<file path="config.mk">
export PLATFORM = sky130hd
export DESIGN_NAME = touch_panel_ctrl
export DESIGN_NICKNAME = d
export VERILOG_FILES = /design/src/rtl/touch_panel_ctrl.sv
export SDC_FILE = /design/constraint.sdc
export NUM_CORES = 1
export LEC_CHECK = 0
export BUFFER_PORTS_ARGS = -buffer_cell sky130_fd_sc_hd__buf_2
export CAP_MARGIN = 20
export CORE_UTILIZATION = 38
export DETAILED_ROUTE_END_ITERATION = 8
export GPL_TIMING_DRIVEN = 0
export HOLD_SLACK_MARGIN = 0.02
export PLACE_DENSITY = 0.6
export SLEW_MARGIN = 20
export SYNTH_ARGS = -nofsm -noshare
export SYNTH_HDL_FRONTEND = slang
export SYNTH_SLANG_ARGS = --single-unit
</file>
<file path="constraint.sdc">
create_clock -name sys_clk -period 13.5 [get_ports sys_clk]
set_input_delay 1.35 -clock sys_clk [delete_from_list [all_inputs] [get_ports sys_clk]]
set_output_delay 1.35 -clock sys_clk [all_outputs]
set_load 0.02 [all_outputs]
</file>
<file path="src/rtl/touch_panel_ctrl.sv">
// touch_panel_ctrl
//   Touch-panel front end for the synth editor. Turns raw ADC coordinates and
//   the pen IRQ into UI events: picks a cell on a COLS x ROWS character grid,
//   and edits the selected cell with a slider bar plus minus/plus buttons.
//   Every edit action produces one write strobe toward the parameter RAM.
//
//   Optional feature: define TOUCH_AUTOREPEAT_EN to repeat minus/plus steps
//   while the pen is held (after RPT_DLY cycles, then every RPT_PER cycles).
//   Without it every press gives exactly one step and no repeat timer exists.
//
// Ports
//   sys_clk        system clock
//   iRST_n         asynchronous active-low reset
//   x_i, y_i       ADC coordinate, stable while coord_valid_i is high
//   coord_valid_i  one-cycle pulse per new coordinate pair
//   penirq_n_i     pen IRQ, active-low, asynchronous (synchronised here)
//   rd_data_i      value of cell rd_idx_o, combinational from the RAM
//   rd_idx_o       row*COLS+col of the selected cell
//   cell_col_o     selected column
//   cell_row_o     selected row
//   cell_sel_o     one-cycle pulse on a new grid selection
//   wr_val_o       edited value (current value register)
//   wr_en_o        one-cycle write strobe, address = rd_idx_o
//   hit_x_o/hit_y_o latched hit coordinate
//   busy_o         high whenever the FSM is not idle
//   state_o        FSM state for observation
//
// Handshake: coord_valid_i is a qualifier only; there is no back-pressure.
// Samples arriving outside SETTLE are ignored.
module touch_panel_ctrl #(
    parameter int          COORD_W  = 8,
    parameter int          VAL_W    = 8,
    parameter int          VAL_MAX  = 127,
    parameter int          GRID_X0  = 7,
    parameter int          GRID_Y0  = 7,
    parameter int          CELL_W   = 19,
    parameter int          CELL_H   = 8,
    parameter int          COLS     = 12,
    parameter int          ROWS     = 11,
    parameter int          SL_X0    = 40,
    parameter int          SL_X1    = 220,
    parameter int          SL_Y0    = 155,
    parameter int          SL_Y1    = 168,
    parameter int          BTN_W    = 20,
    parameter int          SAMPLE_N = 3,
    parameter int          REL_CYC  = 8,
    parameter logic [23:0] RPT_DLY  = 24'd5_000_000,
    parameter logic [23:0] RPT_PER  = 24'd1_000_000
) (
    input  logic               sys_clk,
    input  logic               iRST_n,
    input  logic [COORD_W-1:0] x_i,
    input  logic [COORD_W-1:0] y_i,
    input  logic               coord_valid_i,
    input  logic               penirq_n_i,
    input  logic [VAL_W-1:0]   rd_data_i,
    output logic [7:0]         rd_idx_o,
    output logic [3:0]         cell_col_o,
    output logic [3:0]         cell_row_o,
    output logic               cell_sel_o,
    output logic [VAL_W-1:0]   wr_val_o,
    output logic               wr_en_o,
    output logic [COORD_W-1:0] hit_x_o,
    output logic [COORD_W-1:0] hit_y_o,
    output logic               busy_o,
    output logic [2:0]         state_o
);

    localparam int AW = COORD_W + VAL_W + 1;

    typedef enum logic [2:0] {
        S_IDLE, S_SETTLE, S_DECODE, S_ACT, S_LOAD, S_HOLD, S_RELEASE
    } state_t;

    typedef enum logic [2:0] {
        R_NONE, R_GRID, R_SLIDE, R_MINUS, R_PLUS
    } region_t;

    state_t               state_q, state_d;
    region_t              region_q, region_d, region_c;
    logic [1:0]           pen_sync_q;
    logic                 pen_low;
    logic [7:0]           smp_cnt_q, smp_cnt_d;
    logic [7:0]           rel_cnt_q, rel_cnt_d;
    logic [COORD_W-1:0]   hit_x_q, hit_x_d, hit_y_q, hit_y_d;
    logic [3:0]           col_q, col_d, row_q, row_d;
    logic [7:0]           idx_q, idx_d;
    logic [VAL_W-1:0]     cur_val_q, cur_val_d;
    logic                 cell_sel_q, cell_sel_d;
    logic                 wr_en_q, wr_en_d;
    logic                 do_step;

    logic [AW-1:0]        hx, hy, col_c, row_c, slide_raw;
    logic [VAL_W-1:0]     slide_v;
    logic                 in_sly;

`ifdef TOUCH_AUTOREPEAT_EN
    logic [23:0]          rpt_cnt_q, rpt_cnt_d;
    logic                 rpt_wait_q, rpt_wait_d;   // 1 = still in initial delay
`endif

    // Pen IRQ is asynchronous; second flop output is the only one used.
    assign pen_low = ~pen_sync_q[1];

    // Hit classification from the latched coordinate.
    always_comb begin
        hx        = AW'(hit_x_q);
        hy        = AW'(hit_y_q);
        col_c     = (hx - AW'(GRID_X0)) / AW'(CELL_W);
        row_c     = (hy - AW'(GRID_Y0)) / AW'(CELL_H);
        slide_raw = ((hx - AW'(SL_X0)) * AW'(VAL_MAX + 1)) / AW'(SL_X1 - SL_X0 + 1);
        slide_v   = (slide_raw > AW'(VAL_MAX)) ? VAL_W'(VAL_MAX) : slide_raw[VAL_W-1:0];
        in_sly    = (hy >= AW'(SL_Y0)) && (hy <= AW'(SL_Y1));
        region_c  = R_NONE;
        if ((hx >= AW'(GRID_X0)) && (hy >= AW'(GRID_Y0)) &&
            (col_c < AW'(COLS)) && (row_c < AW'(ROWS)))
            region_c = R_GRID;
        else if (in_sly && (hx >= AW'(SL_X0)) && (hx <= AW'(SL_X1)))
            region_c = R_SLIDE;
        else if (in_sly && (hx >= AW'(SL_X0 - BTN_W)) && (hx <= AW'(SL_X0 - 1)))
            region_c = R_MINUS;
        else if (in_sly && (hx >= AW'(SL_X1 + 1)) && (hx <= AW'(SL_X1 + BTN_W)))
            region_c = R_PLUS;
    end

    always_comb begin
        state_d    = state_q;
        region_d   = region_q;
        smp_cnt_d  = smp_cnt_q;
        rel_cnt_d  = rel_cnt_q;
        hit_x_d    = hit_x_q;
        hit_y_d    = hit_y_q;
        col_d      = col_q;
        row_d      = row_q;
        idx_d      = idx_q;
        cur_val_d  = cur_val_q;
        cell_sel_d = 1'b0;
        wr_en_d    = 1'b0;
        do_step    = 1'b0;
`ifdef TOUCH_AUTOREPEAT_EN
        rpt_cnt_d  = '0;
        rpt_wait_d = 1'b1;
`endif
        case (state_q)
            S_IDLE: begin
                smp_cnt_d = '0;
                if (pen_low) state_d = S_SETTLE;
            end
            S_SETTLE: begin
                if (!pen_low) begin
                    state_d = S_IDLE;
                end else if (coord_valid_i) begin
                    // First SAMPLE_N samples are discarded while the panel settles.
                    if (smp_cnt_q == 8'(SAMPLE_N)) begin
                        hit_x_d = x_i;
                        hit_y_d = y_i;
                        state_d = S_DECODE;
                    end else begin
                        smp_cnt_d = smp_cnt_q + 8'd1;
                    end
                end
            end
            S_DECODE: begin
                region_d = region_c;
                state_d  = S_ACT;
            end
            S_ACT: begin
                state_d = S_HOLD;
                case (region_q)
                    R_GRID: begin
                        col_d      = 4'(col_c);
                        row_d      = 4'(row_c);
                        idx_d      = 8'(row_c) * 8'(COLS) + 8'(col_c);
                        cell_sel_d = 1'b1;
                        state_d    = S_LOAD;
                    end
                    R_SLIDE: begin
                        cur_val_d = slide_v;
                        wr_en_d   = 1'b1;
                    end
                    R_MINUS, R_PLUS: do_step = 1'b1;
                    default: ;
                endcase
            end
            S_LOAD: begin
                // rd_idx_o has updated, so rd_data_i now belongs to the new cell.
                cur_val_d = rd_data_i;
                state_d   = S_HOLD;
            end
            S_HOLD: begin
                if (!pen_low) begin
                    rel_cnt_d = 8'd1;
                    state_d   = S_RELEASE;
                end
`ifdef TOUCH_AUTOREPEAT_EN
                else if ((region_q == R_MINUS) || (region_q == R_PLUS)) begin
                    if (rpt_cnt_q == (rpt_wait_q ? (RPT_DLY - 24'd1) : (RPT_PER - 24'd1))) begin
                        do_step    = 1'b1;
                        rpt_cnt_d  = '0;
                        rpt_wait_d = 1'b0;
                    end else begin
                        rpt_cnt_d  = rpt_cnt_q + 24'd1;
                        rpt_wait_d = rpt_wait_q;
                    end
                end
`endif
            end
            S_RELEASE: begin
                // rel_cnt_q counts consecutive high cycles including this one minus 1.
                if (pen_low)
                    state_d = S_HOLD;
                else if (rel_cnt_q >= 8'(REL_CYC - 1))
                    state_d = S_IDLE;
                else
                    rel_cnt_d = rel_cnt_q + 8'd1;
            end
            default: state_d = S_IDLE;
        endcase

        // Saturating step: no strobe when already at the limit.
        if (do_step) begin
            if ((region_q == R_PLUS) && (cur_val_q < VAL_W'(VAL_MAX))) begin
                cur_val_d = cur_val_q + VAL_W'(1);
                wr_en_d   = 1'b1;
            end else if ((region_q == R_MINUS) && (cur_val_q != '0)) begin
                cur_val_d = cur_val_q - VAL_W'(1);
                wr_en_d   = 1'b1;
            end
        end
    end

    always_ff @(posedge sys_clk or negedge iRST_n) begin
        if (!iRST_n) begin
            state_q    <= S_IDLE;
            region_q   <= R_NONE;
            pen_sync_q <= 2'b11;
            smp_cnt_q  <= '0;
            rel_cnt_q  <= '0;
            hit_x_q    <= '0;
            hit_y_q    <= '0;
            col_q      <= '0;
            row_q      <= '0;
            idx_q      <= '0;
            cur_val_q  <= '0;
            cell_sel_q <= 1'b0;
            wr_en_q    <= 1'b0;
`ifdef TOUCH_AUTOREPEAT_EN
            rpt_cnt_q  <= '0;
            rpt_wait_q <= 1'b1;
`endif
        end else begin
            state_q    <= state_d;
            region_q   <= region_d;
            pen_sync_q <= {pen_sync_q[0], penirq_n_i};
            smp_cnt_q  <= smp_cnt_d;
            rel_cnt_q  <= rel_cnt_d;
            hit_x_q    <= hit_x_d;
            hit_y_q    <= hit_y_d;
            col_q      <= col_d;
            row_q      <= row_d;
            idx_q      <= idx_d;
            cur_val_q  <= cur_val_d;
            cell_sel_q <= cell_sel_d;
            wr_en_q    <= wr_en_d;
`ifdef TOUCH_AUTOREPEAT_EN
            rpt_cnt_q  <= rpt_cnt_d;
            rpt_wait_q <= rpt_wait_d;
`endif
        end
    end

    assign rd_idx_o   = idx_q;
    assign cell_col_o = col_q;
    assign cell_row_o = row_q;
    assign cell_sel_o = cell_sel_q;
    assign wr_val_o   = cur_val_q;
    assign wr_en_o    = wr_en_q;
    assign hit_x_o    = hit_x_q;
    assign hit_y_o    = hit_y_q;
    assign busy_o     = (state_q != S_IDLE);
    assign state_o    = state_q;

endmodule

</file>
==> results of run 1 <==
area by class of cell:
type | instances | share of cell area
Sequential cell | 64 | 0.169
Antenna cell | 2 | 0.000526
Multi-Input combinational cell | 903 | 0.670
Timing Repair Buffer | 87 | 0.0518
Clock inverter | 6 | 0.00881
Tap cell | 275 | 0.0362
Buffer | 41 | 0.0230
Clock buffer | 10 | 0.0241
Inverter | 43 | 0.0170
metrics by stage:
step	TNS, ns	utilization	worst slack (ns)	instance area, sq um
2_1_floorplan	0	-	1.25	8180
3_3_place_gp	-7.64	0.422	-1.18	8890
3_5_place_dp	-7.60	0.423	-1.17	8920
4_1_cts	0	0.442	0.0322	9320
5_1_grt	-0.0705	0.451	-0.0705	9510
6_report	0	0.451	0.852	9510
placed cells by master, fill, tap and decap left out, types with 16 or more instances in the layout:
cell	instances
nand2_1	104
nor2_1	100
a21oi_1	82
buf_2	79
dfrtp_1	60
o21ai_0	57
inv_1	39
ha_1	31
mux2_2	30
nand3_1	28
xnor2_1	25
xor2_1	23
nor3_1	22
buf_4	20
clkbuf_1	19
a211oi_1	18
o211ai_1	17
and3_1	16
Yosys cell counts, drive strengths merged, types with 8 or more instances:
cell type	count	area [sq um]
a221oi	12	111
nor2b	10	62.6
nor2	102	385
xnor2	28	260
or3	12	85.1
o21a	9	68.8
a21o	15	113
nand4	15	100
nor4	11	68.8
o211ai	19	153
or2	16	100
mux2i	16	160
a22oi	9	95.1
xor2	24	210
and2	8	50.1
nand2	104	390
a31oi	16	113
and3	16	100
dfrtp	62	1550
nor3	25	135
inv	43	161
o22ai	14	93.8
buf	21	123
nand2b	11	76.3
mux2	32	364
o21ai	70	350
nor3b	9	67.6
a211oi	22	200
nand3	29	145
ha	37	463
clkbuf	21	78.8
a21oi	86	449
worst paths after layout:
path | slack [ns] | endpoint | startpoint | cells after the start
setup reg to reg | 0.85 | wr_val_o[4] | hit_x_o[3] | 52
hold / removal | 0.36 | pen_sync_q[1] | pen_sync_q[0] | 0
min in group asynchronous | 0.88 | hit_x_o[2] | iRST_n | 1
setup / recovery | 0.85 | wr_val_o[4] | hit_x_o[3] | 52
max in group asynchronous | 12.05 | pen_sync_q[0] | iRST_n | 2
hold reg to reg | 0.36 | pen_sync_q[1] | pen_sync_q[0] | 0
repair_timing:
item                       4_1_cts  5_1_grt
hold endpoints to repair         0        0
gates resized for setup         17       23
setup endpoints to repair        7        7
setup buffers                    2       11
pin swaps                        2        5
logic make-up (layout without fill, tap and decap cells):
logic type / after synthesis / in the layout / share of synthesized area
mux: 48 / 48 / 0.0641
xor+xnor: 52 / 52 / 0.0575
flops: 64 / 64 / 0.196
other cells: 0 / 2 / 0
simple gates: 383 / 383 / 0.232
compound gates: 381 / 381 / 0.345
buf+inv: 85 / 187 / 0.0444
fa+ha+maj: 39 / 39 / 0.0615
registers in the layout (all words and copies together) (netlist names):
signal,flops
hit_y_o,8
pen_sync_q,2
cell_row_o,4
cell_sel_o,1
wr_val_o,8
wr_en_o,1
state_o,3
region_q,3
smp_cnt_q,8
cell_col_o,4
rel_cnt_q,8
rd_idx_o,6
hit_x_o,8
critical path, delay by kind of cell (launching register included):
kind,cells,cell delay [ns]
simple gates,14,3.07
buf+inv,11,2.03
flops,1,0.45
compound gates,17,4.03
mux,2,0.55
fa+ha+maj,8,2.38
per-layer routing:
| metal | up-vias | global-route usage | part of all wire |
|---|---|---|---|
| met1 | 3959 | 0.310 | 0.48 |
| met2 | 234 | 0.339 | 0.46 |
| met5 | - | 0 | 0.00055 |
| met4 | 2 | 0.0521 | 0.0095 |
| li1 | 4210 | - | - |
| met3 | 21 | 0.0325 | 0.051 |
==> reports/qor.txt, run 1 <==
Vias per cell: 5.89
Final period util: 0.937
DRT Wirelength: 23800 microns
Status: finished, final reports clean
Ys Warns: 0
Register area share after synthesis: 0.196
Initial antenna violation count: 2
Core area: 21100 sq um
Max Buffers Root-to-Sink: 2
Max-slew violation count: 0
Initial DRC count: 601
Worst Hold Margin: 0.356 ns
Post-synth cell types: 109
Worst path max stage delay: 0.54 ns
First-pass GRT wire length: 39100 microns
Most used cell, CP: ha_2
Gr ovfl total: 0
Post-synth top flop: dfrtp_1
CTS tree: done
Vias in the first global route: 7617
Die H: 149 microns
Cell count after placement: 1401
Total track usage: 0.217
Total number of vias: 8426
Initial Utilization: 0.388
Post-route ant nets: 0
Asr flop ratio synth: 1.00
Slew headroom: 0.262
Syn Area/Cell: 7.77 sq um
Total CTS buffers: 9
Boundary Pins: 74
Crit. End Element: flip-flop
WP data arrival: 12.87 ns
Die area: 22100 sq um
Clock Sinks: 64
CTS root buffer: clkbuf_16
Largest net degree at the start of global routing: 50
Final setup fails: 0
Clk Latency, worst-skew pair: 0.35 ns
Fin Clk Skew: 0.0121 ns
Fin cells: 1431
CTS clk-pin slew, worst paths: 0.06 ns
IO Port Bufs: 73
Worst min path class: flip-flop to flip-flop
Storage cell area: 1610 sq um
Die width: 149 microns
Layout Nets: 1216
Gpl congestion: 0.928
WP data required: 13.73 ns
DRC: 0
H-tree level count: 3
Area of the multi-input gates: 6370 sq um
Max FO, Critical Path: 12
Share of layout cells above drive strength 1: 0.208
# Max-Cap Violations: 0
Syn nets: 1119
First-pass DRT Iterations: 5
Slowest CP cell: or4_1
Worst Tran Pin Value: 1.11 ns
Mapped Area: 8180 sq um
Final hold violations: 0
Avg WL per Cell: 16.6 microns
FMAX: 79.1 MHz
Post-synth EDFFs: 0
Post-layout minimum cycle time: 12.65 ns
Filler cell count: 2120
Synth Register Bits: 64
Area Overhead vs Synth: 16.3%
Setup CP Type: flip-flop to flip-flop
Worst Setup Start Kind: flip-flop
Cts hold-fix bufs: 0
FP Rows: 53
Post-DP HPWL: 18300 microns
Post-Synthesis Cells: 1052
Power of run 1 is not shown: default switching activity piles up to over one toggle a cycle in this logic, so the estimate is an artifact.
==> run 2, diff against run 1 <==
- clock period: 13.5 -> 16.4 ns (I/O delays scaled with it)
==> reports/qor.txt, run 2 (synthesis gave the netlist of run 1 again) <==
Gr ovfl total: 0 (unchanged)
Vias per cell: 5.89 (about the same)
Reg-to-reg startpoint: hit_x_o[0] (was hit_x_o[3])
IO Port Bufs: 73 (unchanged)
Cts hold-fix bufs: 0 (unchanged)
Initial antenna violation count: 2 (unchanged)
Fin cells: 1419 (was 1431)
Post-CTS Setup Bufs: 0 (was 2)
H-tree level count: 3 (unchanged)
Final setup fails: 0 (unchanged)
DRC: 0 (unchanged)
WP data arrival: 15.03 ns (was 12.87 ns)
Filler cell count: 2155 (was 2120)
Clk Latency, worst-skew pair: 0.35 ns (about the same)
Initial Utilization: 0.388 (unchanged)
CTS clk-pin slew, worst paths: 0.07 ns (was 0.06 ns)
Worst Tran Pin Value: 1.11 ns (about the same)
Total CTS buffers: 9 (unchanged)
Unrepaired setup endpoints after global routing: no
Vias in the first global route: 7585 (was 7617)
Slew headroom: 0.261 (was 0.262)
Worst r2r dst: wr_val_o[4] (unchanged)
Post-route ant nets: 0 (unchanged)
Crit. End Element: flip-flop (unchanged)
Max-slew violation count: 0 (unchanged)
CTS tree: done (unchanged)
Total number of vias: 8351 (was 8426)
CTS root buffer: clkbuf_16 (unchanged)
Post-DP HPWL: 18300 microns (unchanged)
Met3 wire len: 1260 microns (was 1220 microns)
Initial DRC count: 695 (was 601)
Top sig layer: met5 (unchanged)
Max Buffers Root-to-Sink: 2 (unchanged)
Hold depth: 0 (unchanged)
WP data required: 16.63 ns (was 13.73 ns)
Status: finished, final reports clean (unchanged)
Area Overhead vs Synth: 12.9% (was 16.3%)
Slowest CP cell: a311oi_1 (was or4_1)
Most used cell, CP: ha_1 (was ha_2)
Max FO, Critical Path: 12 (unchanged)
FP Rows: 53 (unchanged)
Reg2Reg Depth: 51 (was 52)
Die width: 149 microns (unchanged)
Fin Clk Skew: 0.0150 ns (was 0.0121 ns)
FMAX: 67.6 MHz (was 79.1 MHz)
Worst Setup Start Kind: flip-flop (unchanged)
Boundary Pins: 74 (unchanged)
Clock Sinks: 64 (unchanged)
DRT Wirelength: 23600 microns (was 23800 microns)
Avg WL per Cell: 16.6 microns (about the same)
Final Util: 0.438 (was 0.451)
Min-Delay Startpoint: pen_sync_q[0] (unchanged)
Setup total negative slack: 0 ns (unchanged)
Die area: 22100 sq um (unchanged)
Worst path max stage delay: 0.70 ns (was 0.54 ns)
Largest net degree at the start of global routing: 50 (unchanged)
First-pass GRT wire length: 39000 microns (was 39100 microns)
Worst min path class: flip-flop to flip-flop (unchanged)
Die H: 149 microns (unchanged)
Cell count after placement: 1401 (unchanged)
Final hold violations: 0 (unchanged)
Total track usage: 0.216 (was 0.217)
Core area: 21100 sq um (unchanged)
Post-layout minimum cycle time: 14.80 ns (was 12.65 ns)
Internal reg-to-reg setup slack: 1.60 ns (was 0.85 ns)
Hold worst-path end: pen_sync_q[1] (unchanged)
Share of layout cells above drive strength 1: 0.180 (was 0.208)
First-pass DRT Iterations: 5 (unchanged)
Cts repair resizes: 0 (was 17)
Setup CP Type: flip-flop to flip-flop (unchanged)
Gpl congestion: 0.928 (unchanged)
Most frequent cells in the layout: nand2_1, nor2_1, buf_2, a21oi_1, dfrtp_1 (was nand2_1, nor2_1, a21oi_1)
Layout Nets: 1204 (was 1216)
Routed met2 length: 10600 microns (was 10900 microns)
Most common cell after layout, fill and taps aside: nand2_1 (unchanged)
Final period util: 0.903 (was 0.937)
Metal-1 WL: 11500 microns (about the same)
# Max-Cap Violations: 0 (unchanged)
run 2: through the flow:
step	hold WS, ns	instance area [sq um]	setup WS (ns)
floorplan	0.345	8180	4.15
global placement	0.347	8890	1.72
detailed placement	0.349	8920	1.73
CTS	0.358	9230	1.68
global route	0.363	9230	0.295
finish	0.356	9240	1.60
run 2: per-layer routing:
metal / track usage / vias up
met5: 0 / -
met3: 0.0328 / 17
met2: 0.338 / 213
li1: - / 4185
met4: 0.0526 / 2
met1: 0.309 / 3934
run 2: worst max-delay path: cells and delay by family, from the launching register on:
family / cells / cell delay [ns]
AO/OA/AOI/OAI: 20 / 5.39
AND/OR/NAND/NOR: 13 / 3.22
buffers and inverters: 9 / 2.53
adder cells (fa/ha/maj): 7 / 2.24
multiplexers: 2 / 0.68
flip-flops: 1 / 0.58
run 2: cell type report:
| cell class | instances | area [sq um] | area share |
|---|---|---|---|
| plain buffers | 42 | 201 | 0.0218 |
| diodes | 2 | 5.00 | 0.000542 |
| flip-flops and latches | 64 | 1600 | 0.174 |
| multi-input cells | 903 | 6210 | 0.673 |
| clock buffers | 10 | 229 | 0.0248 |
| well taps | 275 | 344 | 0.0373 |
| inverters | 43 | 161 | 0.0175 |
| repair buffers | 74 | 395 | 0.0428 |
| clock inverters | 6 | 83.8 | 0.00908 |
run 2: how the worst max path moves through the flow:
stage | from | endpoint | cells past startpoint
after global routing | hit_x_o[3] | wr_val_o[4] | 53
after CTS | hit_x_o[0] | wr_val_o[4] | 51
after global placement | hit_x_o[0] | wr_val_o[4] | 51
after floorplan | hit_x_o[3] | wr_val_o[4] | 53
final | hit_x_o[0] | wr_val_o[4] | 51
after detailed placement | hit_x_o[0] | wr_val_o[4] | 51
Power of run 2 is left out for the same reason.
